<file path="src/rtl/swap_regfile_ctrl.sv">
// Exchanges two swap_regfile entries via one read and one write port; busy for 4+2*RD_LAT cycles (1 for a==b).
// No backpressure: start is taken only in IDLE, and requests arriving while busy are dropped.
module swap_regfile_ctrl #(
    parameter int ADDR_W = 5,
    parameter int DATA_W = 8,
    parameter int RD_LAT = 1
) (
    input  logic              clk,
    input  logic              rst_n,
    input  logic              start,
    input  logic [ADDR_W-1:0] addr_a,
    input  logic [ADDR_W-1:0] addr_b,
    output logic              busy,
    output logic              done,
    output logic [ADDR_W-1:0] rf_r_addr,
    input  logic [DATA_W-1:0] rf_dout,
    output logic [ADDR_W-1:0] rf_w_addr,
    output logic [DATA_W-1:0] rf_din,
    output logic              rf_wr_en
);

    localparam logic [2:0] IDLE   = 3'd0;
    localparam logic [2:0] WAIT_A = 3'd1;
    localparam logic [2:0] RD_B   = 3'd2;
    localparam logic [2:0] WAIT_B = 3'd3;
    localparam logic [2:0] WR_A   = 3'd4;
    localparam logic [2:0] WR_B   = 3'd5;
    localparam logic [2:0] DONE   = 3'd6;

    localparam int CNT_W  = (RD_LAT > 1) ? $clog2(RD_LAT) : 1;
    localparam int LOAD_I = (RD_LAT > 0) ? RD_LAT - 1 : 0;
    localparam logic [CNT_W-1:0] CNT_LOAD = LOAD_I[CNT_W-1:0];
    localparam logic [CNT_W-1:0] CNT_ONE  = 1;

    logic [2:0]        state_q, state_d;
    logic [CNT_W-1:0]  cnt_q, cnt_d;
    logic [ADDR_W-1:0] a_q, a_d;
    logic [ADDR_W-1:0] b_q, b_d;
    logic [DATA_W-1:0] val_a_q, val_a_d;
    logic [DATA_W-1:0] val_b_q, val_b_d;
    logic [ADDR_W-1:0] r_addr_q, r_addr_d;
    logic [ADDR_W-1:0] w_addr_q, w_addr_d;
    logic [DATA_W-1:0] din_q, din_d;
    logic              wr_en_q, wr_en_d;
    logic              accept;

    assign accept = (state_q == IDLE) && start;

    // The read of A is issued in the accepting cycle itself, so it needs no state of its own.
    assign rf_r_addr = accept ? addr_a : r_addr_q;
    assign rf_w_addr = w_addr_q;
    assign rf_din    = din_q;
    assign rf_wr_en  = wr_en_q;
    assign busy      = (state_q != IDLE);
    assign done      = (state_q == DONE);

    always_comb begin
        state_d  = state_q;
        cnt_d    = cnt_q;
        a_d      = a_q;
        b_d      = b_q;
        val_a_d  = val_a_q;
        val_b_d  = val_b_q;
        r_addr_d = r_addr_q;
        w_addr_d = w_addr_q;
        din_d    = din_q;
        wr_en_d  = 1'b0;
        case (state_q)
            IDLE: begin
                if (start) begin
                    a_d = addr_a;
                    b_d = addr_b;
                    if (addr_a == addr_b) begin
                        state_d = DONE;
                    end else if (RD_LAT == 0) begin
                        val_a_d  = rf_dout;
                        r_addr_d = addr_b;
                        state_d  = RD_B;
                    end else begin
                        r_addr_d = addr_a;
                        cnt_d    = CNT_LOAD;
                        state_d  = WAIT_A;
                    end
                end
            end
            WAIT_A: begin
                if (cnt_q == '0) begin
                    val_a_d  = rf_dout;
                    r_addr_d = b_q;
                    state_d  = RD_B;
                end else begin
                    cnt_d = cnt_q - CNT_ONE;
                end
            end
            RD_B: begin
                if (RD_LAT == 0) begin
                    val_b_d  = rf_dout;
                    w_addr_d = a_q;
                    din_d    = val_b_d;
                    wr_en_d  = 1'b1;
                    state_d  = WR_A;
                end else begin
                    cnt_d   = CNT_LOAD;
                    state_d = WAIT_B;
                end
            end
            WAIT_B: begin
                if (cnt_q == '0) begin
                    val_b_d  = rf_dout;
                    w_addr_d = a_q;
                    din_d    = val_b_d;
                    wr_en_d  = 1'b1;
                    state_d  = WR_A;
                end else begin
                    cnt_d = cnt_q - CNT_ONE;
                end
            end
            WR_A: begin
                w_addr_d = b_q;
                din_d    = val_a_q;
                wr_en_d  = 1'b1;
                state_d  = WR_B;
            end
            WR_B:    state_d = DONE;
            DONE:    state_d = IDLE;
            default: state_d = IDLE;
        endcase
    end

    // Write strobe is a flop on the async reset, so it drops the moment rst_n falls.
    always_ff @(posedge clk or negedge rst_n) begin
        if (!rst_n) begin
            state_q  <= IDLE;
            cnt_q    <= '0;
            a_q      <= '0;
            b_q      <= '0;
            val_a_q  <= '0;
            val_b_q  <= '0;
            r_addr_q <= '0;
            w_addr_q <= '0;
            din_q    <= '0;
            wr_en_q  <= 1'b0;
        end else begin
            state_q  <= state_d;
            cnt_q    <= cnt_d;
            a_q      <= a_d;
            b_q      <= b_d;
            val_a_q  <= val_a_d;
            val_b_q  <= val_b_d;
            r_addr_q <= r_addr_d;
            w_addr_q <= w_addr_d;
            din_q    <= din_d;
            wr_en_q  <= wr_en_d;
        end
    end

endmodule

</file>
<file path="config.mk">
export PLATFORM = sky130hd
export DESIGN_NAME = swap_regfile_ctrl
export DESIGN_NICKNAME = d
export VERILOG_FILES = /design/src/rtl/swap_regfile_ctrl.sv
export SDC_FILE = /design/constraint.sdc
export NUM_CORES = 1
export LEC_CHECK = 0
export BUFFER_PORTS_ARGS = -buffer_cell sky130_fd_sc_hd__buf_2
export CORE_ASPECT_RATIO = 0.5
export CORE_UTILIZATION = 55
export DETAILED_ROUTE_END_ITERATION = 16
export PLACE_DENSITY = 0.81
export SYNTH_ARGS = -nofsm -noshare
export SYNTH_HDL_FRONTEND = slang
export SYNTH_SLANG_ARGS = --single-unit
</file>
<file path="constraint.sdc">
create_clock -name clk -period 4.85 [get_ports clk]
set_clock_uncertainty 0.1 [all_clocks]
set_input_delay 0.2425 -clock clk [delete_from_list [all_inputs] [get_ports clk]]
set_output_delay 0.2425 -clock clk [all_outputs]
set_load 0.1 [all_outputs]
</file>
## Word level (Yosys, flattened, before mapping)

Cells that the tools add are included.

| storage, ports and cells | value |
|---|---|
| register bits after elaboration | 41 |
| input bits | 21 |

| operators by class | value |
|---|---|
| bitwise operators | 1 |
| reductions and logical operators | 13 |
| mux-type cells | 20 |
| eq/ne operators | 11 |
| add/subtract/negate cells | 1 |

Operators with widths:

| kind | count |
|---|---|
| 5-bit two-way mux | 5 |
| 5-bit one-hot mux with 2 select lines | 2 |
| 3-bit one-hot mux with 6 select lines | 1 |
| 8-bit one-hot mux with 2 select lines | 1 |
| 3-bit two-way mux | 4 |
| 3-bit == test, second input constant | 3 |
| 8-bit two-way mux | 1 |
| 2-bit inequality test, second input constant | 4 |
| 3-bit by 2-bit == test with 1-bit output, second input constant | 2 |
| 2-bit AND reduction | 3 |
| 3-bit AND reduction | 2 |
| 3-bit nonzero test | 2 |
| 5-bit == test | 1 |
| 1-bit two-way mux | 4 |
| 4-bit AND reduction | 1 |
| 2-bit nonzero test | 2 |
| 3-bit by 1-bit == test with 1-bit output, second input constant | 1 |
| 3-bit logical NOT | 1 |
| 1-bit one-hot mux with 3 select lines | 1 |
| 1-bit one-hot mux with 2 select lines | 1 |
| 2-bit OR reduction | 1 |
| 1-bit logical AND | 1 |
| 1-bit inverter | 1 |
| 1-bit subtractor, second input constant | 1 |

## Depth between registers and ports, before layout

| logic depth | value |
|---|---|
| depth in word-level cells | 4 |
| depth in mapped cells | 6 |

## Worst setup path after synthesis

No wires, ideal clock.

| path | value |
|---|---|
| kind | flip-flop to output port |
| from | reg state_q[2] |
| to | out done |
| slack | 2.397 ns |
| stages on the path, launching flop included | 5 |
| buffers on the path | 2 |
| data required time | 4.508 ns |
| arrival | 2.110 ns |
| cell sequence | dfrtp_1 -> buf_2 -> buf_2 -> nand2_1 -> nor2_1 |

| on the way | value |
|---|---|
| longest elaborated chain between the ends | 1 |

Ends and longest elaborated chain:

| what | line | text |
|---|---|---|
| from (decl) | 35 | `logic [2:0] state_q, state_d;` |
| from (signal assigned) | 144 | `state_q <= state_d;` |
| 3-bit == test | 55 | `assign done = (state_q == DONE);` |
| to (decl) | 14 | `output logic done,` |

No other way between the ends.

## Final worst setup path

| path | value |
|---|---|
| from | reg state_q[0] |
| to | reg r_addr_q[2] |

| on the way | value |
|---|---|
| longest elaborated chain between the ends | 3 |

Ends and longest elaborated chain:

| what | line | text |
|---|---|---|
| 3-bit by 1-bit == test with 1-bit output / 3-bit logical NOT (equally long branches) | 68 | `case (state_q)` |
| 2-bit inequality test (no line) / 2-bit nonzero test (equally long branches) | -- |  |
| 4-bit AND reduction (no line) | -- |  |
| to (signal assigned) | 150 | `r_addr_q <= r_addr_d;` |
| to (decl) | 41 | `logic [ADDR_W-1:0] r_addr_q, r_addr_d;` |

Several ways; a longest one is shown, not always the timed one.
A chain may end at the register's enable or synchronous reset.

==> out/results.ini <==
[grt]
grt_max_degree=46
grt_pass1_wl_um=7570
track_usage_pct=25.4
antenna_found_initial=0
overflow=0
grt_pass1_vias=1626

[placement]
dp_hpwl_um=3000
port_buffers=41
detailed_place.area_um2=2320
place_inst=291
globalplace.congestion=0.755

[detailed_routing]
drc_errors=0
wl_met3_um=270
wl_um=4610
vias=1726
met1Wirelength_um=2140
via_per_inst=5.77
drt_pass1_iterations=4
wl_met2_um=2180
ant_nets=0
dr.first_iter.drc_count=155
wire_per_inst_um=15.4
top_layer=met4

[die]
die_w_um=89.7
dieHeight_um=45.8
die_area_um2=4110
ioPinCount=42
rows=15
start_util_pct=59.6
core_area_um2=3550

[clock_network]
clkSinkCount=40
cts_inserted_buffers=5
cts-root-buf=clkbuf_8
clockBufferDepth=2
clk_pin_slew_ns=0.08
cts_tree=yes
cts_max_level=2
clkLatencyLatePin_ns=0.29
post_cts_buffers=0

[flow_run]
cap_viol_max_count=0

[setup_path]
cp.arrival_ns=2.80
startpoint_type=flop
cp.required_ns=4.92
critPathCaptureType=flop
critical_path_class=reg2reg
worstPathMaxFanout=22

[sta]
setup_tns_ns=0
setup_violations=0
clock.fmax_mhz=367
tightest_slew_ns=1.07
finalCritPeriodShare_pct=56.2
report.final.slew_viol_count=0
hold_viol=0
fin_crit_ns=2.73
relSlewSlack_pct=28.2
rsz0062_at_grt=false

[final_layout]
finalInstanceArea_um2=2410
drive_gt1_share_pct=28.2
antennaDiodeCount=0
syn_to_final_growth_pct=14.0
fin_nets=269
stdcell_count=299

[yosys]
netlist_area_um2=2110
synth_commonest_cells=nand2_1 (61), dfrtp_1 (40), a22o_1 (25), mux2_2 (18), nand3b_1 (14)
synth_cell_types=29
ys_ff_latch=40
yosysTopAreaCell=dfrtp_1
synth_most_common_cell=nand2_1
synth.area.top_cells=dfrtp_1 (47%), nand2_1 (11%), a22o_1 (10%), mux2_2 (9.6%), nand3b_1 (5.0%)
synth_warnings=0
synth_enable_flop_cells=0
syn_nets=234
synth.avg_cell_area_um2=9.93
synth_seq_area_share_pct=47.3
yosysTopAreaCellShare_pct=47.3
synth_ff_type=dfrtp_1
synthCells=213
async_flop_share_pct=100

[run_status]
outcome=complete, no violations

[min_path]
min_path_type=in2reg

## layout by cell type (no fill, tap or decap), types with 2 or more instances in the layout
cell       n
a22o_1    25
a22oi_1   13
and2_1     2
buf_2     41
clkbuf_8   5
dfrtp_1   40
mux2_2    18
nand2_1   61
nand3b_1  14
nor2_1     3
nor3_2     2
o21ai_0    2
xnor2_1    3
xor2_1     2
## final timing paths
check                                  startpoint                       to  slack, ns  depth (start not counted)
hold / removal                          addr_b[0]       b_q[0]$_DFFE_PN0P_       0.07                          3
hold reg to reg                a_q[4]$_DFFE_PN0P_       a_q[4]$_DFFE_PN0P_       0.39                          2
max in group asynchronous                   rst_n       a_q[3]$_DFFE_PN0P_       3.59                          2
setup reg to reg           state_q[0]$_DFFE_PN0P_  r_addr_q[2]$_DFFE_PN0P_       2.12                          4
min in group asynchronous                   rst_n    rf_din[5]$_DFFE_PN0P_       0.50                          2
setup / recovery           state_q[0]$_DFFE_PN0P_  r_addr_q[2]$_DFFE_PN0P_       2.12                          4
## per-stage QoR
step	util, %	hold slack [ns]	setup slack, ns
global route	67.9	0.0817	1.97
finish	67.9	0.0675	2.12
CTS	67.9	0.0580	2.16
detailed placement	65.5	0.314	2.17
floorplan	-	-0.153	2.40
global placement	65.5	0.303	2.21
## metal layers
layer,global-route usage (%),up-vias
met5,0,-
met2,41.5,57
li1,-,826
met3,5.62,3
met1,33.2,840
met4,11.1,0
## worst max-delay path, stage by stage (launching register included)
cell	delay, ns
dfrtp_1	0.80
inv_1	0.21
nor3_2	0.83
mux2_2	0.41
mux2_2	0.26
## logic make-up (layout without fill, tap and decap cells)
| group | after synthesis | count (layout) | synth area share [%] |
|---|---|---|---|
| compound gates | 46 | 46 | 18.0 |
| buf+inv | 17 | 52 | 3.61 |
| mux | 18 | 18 | 9.59 |
| flops | 40 | 40 | 47.3 |
| simple gates | 87 | 87 | 19.3 |
| xor+xnor | 5 | 5 | 2.07 |
## registers in the layout, summed over array words and instances (netlist names)
name,count
val_a_q,8
rf_din,8
a_q,5
b_q,5
r_addr_q,5
state_q,3
rf_w_addr,5
rf_wr_en,1
## cell type report
class	count	area [um2]
clock buffers	6	72.6
clock inverters	1	5.00
fillers	277	1140
inverters	2	7.51
multi-input cells	156	1040
flip-flops and latches	40	1000
well taps	51	63.8
repair buffers	43	223
## what timing repair did
action / 4_1_cts / 5_1_grt
endpoints found under the setup margin: 0 / 0
hold buffers: 1 / 0
endpoints found under the hold margin: 29 / 0
gates resized for setup: 0 / 0
Power is not shown: default switching activity piles up to over one toggle a cycle in this logic, so the estimate is an artifact.
